`config.mk`:
```
export PLATFORM = sky130hd
export DESIGN_NAME = sys_rx_cmd_ctrl
export DESIGN_NICKNAME = d
export VERILOG_FILES = /design/src/rtl/sys_ctrl_pkg.sv /design/src/rtl/sys_frame_timer.sv /design/src/rtl/sys_rx_cmd_ctrl.sv
export SDC_FILE = /design/constraint.sdc
export NUM_CORES = 1
export LEC_CHECK = 0
export BUFFER_PORTS_ARGS = -buffer_cell sky130_fd_sc_hd__buf_2
export CAP_MARGIN = 20
export CORE_ASPECT_RATIO = 0.7
export CORE_MARGIN = 2
export CORE_UTILIZATION = 48
export DETAILED_ROUTE_END_ITERATION = 10
export PLACE_DENSITY = 0.81
export SETUP_SLACK_MARGIN = 0.3
export SLEW_MARGIN = 20
export SYNTH_ARGS = -nofsm -noshare
export SYNTH_HDL_FRONTEND = slang
export SYNTH_SLANG_ARGS = --single-unit
```
`constraint.sdc`:
```
create_clock -name clk -period 1.8 [get_ports clk]
set_input_delay 0.18 -clock clk [delete_from_list [all_inputs] [get_ports clk]]
set_output_delay 0.18 -clock clk [all_outputs]
set_load 0.01 [all_outputs]
```
`src/rtl/sys_ctrl_pkg.sv`:
```
// Shared constants for the system controller: command bytes, receive FSM
// state encodings and a helper naming the states covered by the frame timer.
package sys_ctrl_pkg;

   localparam logic [7:0] CMD_RF_WR = 8'hAA;
   localparam logic [7:0] CMD_RF_RD = 8'hBB;

   localparam logic [2:0] ST_IDLE    = 3'd0;
   localparam logic [2:0] ST_WR_ADDR = 3'd1;
   localparam logic [2:0] ST_WR_DATA = 3'd2;
   localparam logic [2:0] ST_RD_ADDR = 3'd3;
   localparam logic [2:0] ST_RD_WAIT = 3'd4;
   localparam logic [2:0] ST_TX_SEND = 3'd5;

   // States in which a frame is partially received and can be abandoned.
   function automatic logic is_frame_state(input logic [2:0] st);
      return (st == ST_WR_ADDR) || (st == ST_WR_DATA) || (st == ST_RD_ADDR);
   endfunction

endpackage

```
`src/rtl/sys_frame_timer.sv`:
```
// Inter-byte frame timer: clears on request, counts while running, and flags
// expiry when the count sits at TIMEOUT_CYCLES-1.
module sys_frame_timer #(
   parameter int unsigned TIMEOUT_CYCLES = 1024
) (
   input  logic clk,
   input  logic rst,
   input  logic clear,
   input  logic run,
   output logic expired
);

   localparam int unsigned CW = (TIMEOUT_CYCLES > 2) ? $clog2(TIMEOUT_CYCLES) : 1;

   logic [CW-1:0] r_cnt;

   always_ff @(posedge clk or negedge rst) begin
      if (!rst) begin
         r_cnt <= '0;
      end else if (clear) begin
         r_cnt <= '0;
      end else if (run) begin
         r_cnt <= r_cnt + 1'b1;
      end
   end

   assign expired = run && (r_cnt == CW'(TIMEOUT_CYCLES - 1));

endmodule

```
`src/rtl/sys_rx_cmd_ctrl.sv`:
```
// UART receive-side command controller: decodes register write/read frames and
// forwards read data to the transmitter. Define SYS_RX_TIMEOUT_EN for the inter-byte timeout.
module sys_rx_cmd_ctrl
   import sys_ctrl_pkg::*;
#(
   parameter int unsigned DATA_WIDTH     = 8,
   parameter int unsigned ADDR_WIDTH     = 4,
   parameter int unsigned TIMEOUT_CYCLES = 1024
) (
   input  logic                  clk,
   input  logic                  rst,
   input  logic [DATA_WIDTH-1:0] rx_p_data,
   input  logic                  rx_d_valid,
   input  logic [DATA_WIDTH-1:0] rf_rd_data,
   input  logic                  rf_rd_valid,
   input  logic                  tx_busy,
   output logic [ADDR_WIDTH-1:0] rf_addr,
   output logic [DATA_WIDTH-1:0] rf_wr_data,
   output logic                  rf_wr_en,
   output logic                  rf_rd_en,
   output logic [DATA_WIDTH-1:0] tx_p_data,
   output logic                  tx_d_valid,
   output logic                  cmd_err,
   output logic                  ovr_err,
   output logic                  timeout_err
);

   if (TIMEOUT_CYCLES < 2) begin : g_bad_timeout
      $error("TIMEOUT_CYCLES must be at least 2");
   end

   logic [2:0]            r_state;
   logic [ADDR_WIDTH-1:0] r_addr_lat;
   logic [ADDR_WIDTH-1:0] r_rf_addr;
   logic [DATA_WIDTH-1:0] r_rf_wr_data;
   logic [DATA_WIDTH-1:0] r_tx_p_data;
   logic                  r_rf_wr_en;
   logic                  r_rf_rd_en;
   logic                  r_tx_d_valid;
   logic                  r_cmd_err;
   logic                  r_ovr_err;
   logic                  r_timeout_err;
   logic                  w_expired;

`ifdef SYS_RX_TIMEOUT_EN
   logic w_tmr_run;
   logic w_tmr_clear;

   // Any accepted byte or any non-frame state restarts the inter-byte window.
   assign w_tmr_run   = is_frame_state(r_state);
   assign w_tmr_clear = rx_d_valid || !w_tmr_run;

   sys_frame_timer #(
      .TIMEOUT_CYCLES (TIMEOUT_CYCLES)
   ) u_frame_timer (
      .clk     (clk),
      .rst     (rst),
      .clear   (w_tmr_clear),
      .run     (w_tmr_run),
      .expired (w_expired)
   );
`else
   assign w_expired = 1'b0;
`endif

   always_ff @(posedge clk or negedge rst) begin
      if (!rst) begin
         r_state       <= ST_IDLE;
         r_addr_lat    <= '0;
         r_rf_addr     <= '0;
         r_rf_wr_data  <= '0;
         r_tx_p_data   <= '0;
         r_rf_wr_en    <= 1'b0;
         r_rf_rd_en    <= 1'b0;
         r_tx_d_valid  <= 1'b0;
         r_cmd_err     <= 1'b0;
         r_ovr_err     <= 1'b0;
         r_timeout_err <= 1'b0;
      end else begin
         r_rf_wr_en    <= 1'b0;
         r_rf_rd_en    <= 1'b0;
         r_tx_d_valid  <= 1'b0;
         r_cmd_err     <= 1'b0;
         r_ovr_err     <= 1'b0;
         r_timeout_err <= 1'b0;
         case (r_state)
            ST_IDLE: begin
               if (rx_d_valid) begin
                  if (rx_p_data == DATA_WIDTH'(CMD_RF_WR)) begin
                     r_state <= ST_WR_ADDR;
                  end else if (rx_p_data == DATA_WIDTH'(CMD_RF_RD)) begin
                     r_state <= ST_RD_ADDR;
                  end else begin
                     r_cmd_err <= 1'b1;
                  end
               end
            end
            // In the frame states a byte takes priority over a coincident expiry.
            ST_WR_ADDR: begin
               if (rx_d_valid) begin
                  r_addr_lat <= rx_p_data[ADDR_WIDTH-1:0];
                  r_state    <= ST_WR_DATA;
               end else if (w_expired) begin
                  r_timeout_err <= 1'b1;
                  r_state       <= ST_IDLE;
               end
            end
            ST_WR_DATA: begin
               if (rx_d_valid) begin
                  r_rf_addr    <= r_addr_lat;
                  r_rf_wr_data <= rx_p_data;
                  r_rf_wr_en   <= 1'b1;
                  r_state      <= ST_IDLE;
               end else if (w_expired) begin
                  r_timeout_err <= 1'b1;
                  r_state       <= ST_IDLE;
               end
            end
            ST_RD_ADDR: begin
               if (rx_d_valid) begin
                  r_rf_addr  <= rx_p_data[ADDR_WIDTH-1:0];
                  r_rf_rd_en <= 1'b1;
                  r_state    <= ST_RD_WAIT;
               end else if (w_expired) begin
                  r_timeout_err <= 1'b1;
                  r_state       <= ST_IDLE;
               end
            end
            ST_RD_WAIT: begin
               r_ovr_err <= rx_d_valid;
               if (rf_rd_valid) begin
                  r_tx_p_data <= rf_rd_data;
                  r_state     <= ST_TX_SEND;
               end
            end
            ST_TX_SEND: begin
               r_ovr_err <= rx_d_valid;
               if (!tx_busy) begin
                  r_tx_d_valid <= 1'b1;
                  r_state      <= ST_IDLE;
               end
            end
            default: r_state <= ST_IDLE;
         endcase
      end
   end

   assign rf_addr     = r_rf_addr;
   assign rf_wr_data  = r_rf_wr_data;
   assign rf_wr_en    = r_rf_wr_en;
   assign rf_rd_en    = r_rf_rd_en;
   assign tx_p_data   = r_tx_p_data;
   assign tx_d_valid  = r_tx_d_valid;
   assign cmd_err     = r_cmd_err;
   assign ovr_err     = r_ovr_err;
   assign timeout_err = r_timeout_err;

endmodule

```
==> impl_metrics.env <==
export IMPL_fraction_of_power_consumed_by_combinational_cells=0.325
export IMPL_firstDrtPassIters=4
export IMPL_worst_r2r_setup_slack_ps=360
export IMPL_hold_depth=2
export IMPL_rsz_0062_raised_after_global_routing="no"
export IMPL_detail_route_wl_per_cell_um=15.0
export IMPL_ir_worst_vdd_mv=0.813
export IMPL_synth_ff_type="sky130_fd_sc_hd__dfrtp_1"
export IMPL_row_count=15
export IMPL_tightest_slew_ps=684
export IMPL_yosysMostFrequentCell="sky130_fd_sc_hd__dfrtp_1"
export IMPL_layout_area_overhead_vs_synth_pct=29.7
export IMPL_cts_root_to_sink_buffers=2
export IMPL_nFillCells=206
export IMPL_multiInputGateArea_sq_um=484
export IMPL_netlist_top_cells_count="sky130_fd_sc_hd__dfrtp_1, sky130_fd_sc_hd__mux2_2, sky130_fd_sc_hd__o21ai_0"
export IMPL_dp_hpwl_um=1980
export IMPL_synth_top_area_share=0.610
export IMPL_routed_wl_um=2730
export IMPL_p_leak_nw=0.845
export IMPL_cap_viol_max_count=0
export IMPL_chipHeight_um=47.8
export IMPL_totalNegativeSetupSlack_ps=0
export IMPL_drt_drc=0
export IMPL_hold_end="tx_d_valid"
export IMPL_dp_cells=171
export IMPL_cts_inserted_buffers=5
export IMPL_slew_violations=0
export IMPL_postSynth_asyncResetShare=1.00
export IMPL_clockRootBuffer="sky130_fd_sc_hd__clkbuf_8"
export IMPL_grt_overflow_total=0
export IMPL_crit_path_max_fanout=8
export IMPL_detail_route_iter0_violations=37
export IMPL_finalHoldViolCount=0
export IMPL_ys_top_cells_by_area="sky130_fd_sc_hd__dfrtp_1, sky130_fd_sc_hd__mux2_2, sky130_fd_sc_hd__o21ai_0, sky130_fd_sc_hd__o22ai_1, sky130_fd_sc_hd__nor3b_4"
export IMPL_hold_path_class="in2reg"
export IMPL_synth_edf_count=0
export IMPL_port_buffer_count=45
export IMPL_htreeDepth=2
export IMPL_first_pass_grt_wire_length_um=4170
export IMPL_critical_path_startpoint_type="register"
export IMPL_grt_start_max_net_pins=33
export IMPL_final_setup_viol_count=0
export IMPL_critPathCaptureType="register"
export IMPL_max_slew_margin=0.544
export IMPL_netlist_instances=94
export IMPL_final_net_count=168
export IMPL_via_count_of_the_first_global_routing_pass=866
export IMPL_cts_tree="yes"
export IMPL_worstHoldStart="tx_busy"
export IMPL_power_per_cell_area_nw_per_um2=1620
export IMPL_gr_usage_all_layers=0.197
export IMPL_synth_seq_area_share=0.610
export IMPL_synth_yosys_warnings=0
export IMPL_synth_seq_cells=32
export IMPL_clk_latency_ps=290
export IMPL_synth_distinct_cells=30
export IMPL_timing_rr_end="tx_p_data[1]"
export IMPL_design_power_total_mw=2.76
export IMPL_top_level_ports=47
export IMPL_final_cells=182
export IMPL_coreArea_sq_um=2530
export IMPL_vias_per_cell=5.21
export IMPL_post_synthesis_net_count=115
export IMPL_detail_route_antenna_nets=0
export IMPL_cts_num_sinks=32
export IMPL_finalClockSkew_ps=6.68
export IMPL_criticalPathCategory="reg2reg"
export IMPL_antenna_cells=0
export IMPL_antenna_found_initial=0
export IMPL_final_min_period_over_clock_period=0.799
export IMPL_vias=949
export IMPL_max_clock_freq_mhz=695
export IMPL_portion_of_total_power_attributed_to_the_clock_network=0.245
export IMPL_switching_power_mw=0.869
export IMPL_cp_data_arrival_time_ps=1610
export IMPL_starting_density_of_the_core=0.518
export IMPL_die_area_sq_um=3180
export IMPL_syn_cell_area_sq_um=1310
export IMPL_post_synth_top_area_cell="sky130_fd_sc_hd__dfrtp_1"
export IMPL_reg2regPathDepth=4
export IMPL_run_status="finished, final reports clean"
export IMPL_globalplace_congestion=0.812
export IMPL_synth_avg_cell_area_sq_um=14.0
export IMPL_sw_frac_of_total=0.314
export IMPL_internal_cell_power_mw=1.89
export IMPL_pwr_share_seq=0.430
export IMPL_r2r_start="r_state[1]"
export IMPL_layout_drive_gt1_share=0.568
export IMPL_die_x_um=66.5
export IMPL_layout_min_cycle_time_ps=1440
export IMPL_critical_path_required_ps=1970
export IMPL_clk_transition_reported_paths_ps=70
export IMPL_final_seq_area_sq_um=803
-- cell families (layout without fill, tap and decap cells) --
kind of cell / after synthesis / after routing / share of synthesized area
compound gates: 14 / 14 / 0.0677
xor+xnor: 1 / 1 / 0.00667
buf+inv: 5 / 59 / 0.0229
flops: 32 / 32 / 0.610
mux: 21 / 21 / 0.179
other cells: 1 / 1 / 0.00286
simple gates: 20 / 20 / 0.111
-- flip-flops by register name, indices dropped and copies added, names as in the netlist --
name / count
rf_wr_data: 8
tx_p_data: 8
r_addr_lat: 4
rf_addr: 4
r_state: 3
cmd_err: 1
ovr_err: 1
rf_rd_en: 1
rf_wr_en: 1
tx_d_valid: 1
-- area by class of cell --
class | count | share of cell area
sequential | 32 | 0.472
multi-input combinational | 57 | 0.284
timing repair buffer | 48 | 0.147
clock buffer | 5 | 0.0404
clock inverter | 3 | 0.0250
tap | 34 | 0.0250
inverter | 3 | 0.00661
-- critical path, stage by stage (launching register included) --
cell	delay (ps)
sky130_fd_sc_hd__dfrtp_2	450
sky130_fd_sc_hd__nand2b_4	190
sky130_fd_sc_hd__nor3b_4	180
sky130_fd_sc_hd__buf_4	160
sky130_fd_sc_hd__mux2_2	340
-- cell usage in the layout (no fill, tap or decap), types with 4 or more instances in the layout --
cell type / count
sky130_fd_sc_hd__buf_2: 45
sky130_fd_sc_hd__nand2_1: 4
sky130_fd_sc_hd__clkbuf_8: 5
sky130_fd_sc_hd__o22ai_1: 4
sky130_fd_sc_hd__o21ai_0: 5
sky130_fd_sc_hd__dfrtp_1: 30
sky130_fd_sc_hd__mux2_2: 20
-- layer usage --
layer | up-vias | part of all wire | global-route usage | wire (um)
met5 | - | 0 | 0 | 0
met4 | 0 | 0.012 | 0.0857 | 33
met3 | 3 | 0.087 | 0.0824 | 238
met2 | 41 | 0.47 | 0.320 | 1270
met1 | 460 | 0.44 | 0.238 | 1190
li1 | 445 | - | - | -
-- stage by stage --
stage / util / hold slack (ps) / setup slack, ps / instance area (sq um)
after floorplan: - / -116 / 382 / 1310
after global placement: 0.616 / 248 / 264 / 1560
after detailed placement: 0.616 / 253 / 191 / 1560
after CTS: 0.671 / 78.7 / 336 / 1700
after global routing: 0.672 / 73.7 / 309 / 1700
final: 0.672 / 89.4 / 362 / 1700
-- power by group through the flow --
| stage | clock network (mW) | logic [mW] | registers, mW |
|---|---|---|---|
| finish | 0.678 | 0.897 | 1.19 |
| global route | 0.734 | 0.981 | 1.23 |
| CTS | 0.688 | 0.914 | 1.19 |
| detailed placement | 0 | 0.887 | 1.19 |
| global placement | 0 | 0.852 | 1.16 |
| floorplan | 0 | 0.444 | 1.27 |
-- timing repair --
action                     4_1_cts  5_1_grt
pin swaps                        1        0
setup endpoints to repair       16        5
hold endpoints to repair        32        0
gates resized for setup          2        2
hold buffers                     1        0
buffers inserted                 2        0
-- how the worst max path moves through the flow --
stage | from | to | slack [ps] | cells after the start
after global routing | r_state[0] | rf_wr_data[0] | 310 | 3
after detailed placement | r_state[1] | tx_p_data[6] | 190 | 3
after CTS | r_state[1] | tx_p_data[1] | 340 | 4
after floorplan | r_state[1] | tx_p_data[0] | 380 | 3
final | r_state[1] | tx_p_data[1] | 360 | 4
after global placement | r_state[1] | tx_p_data[3] | 260 | 3
Power figures use the tool's default switching activity.
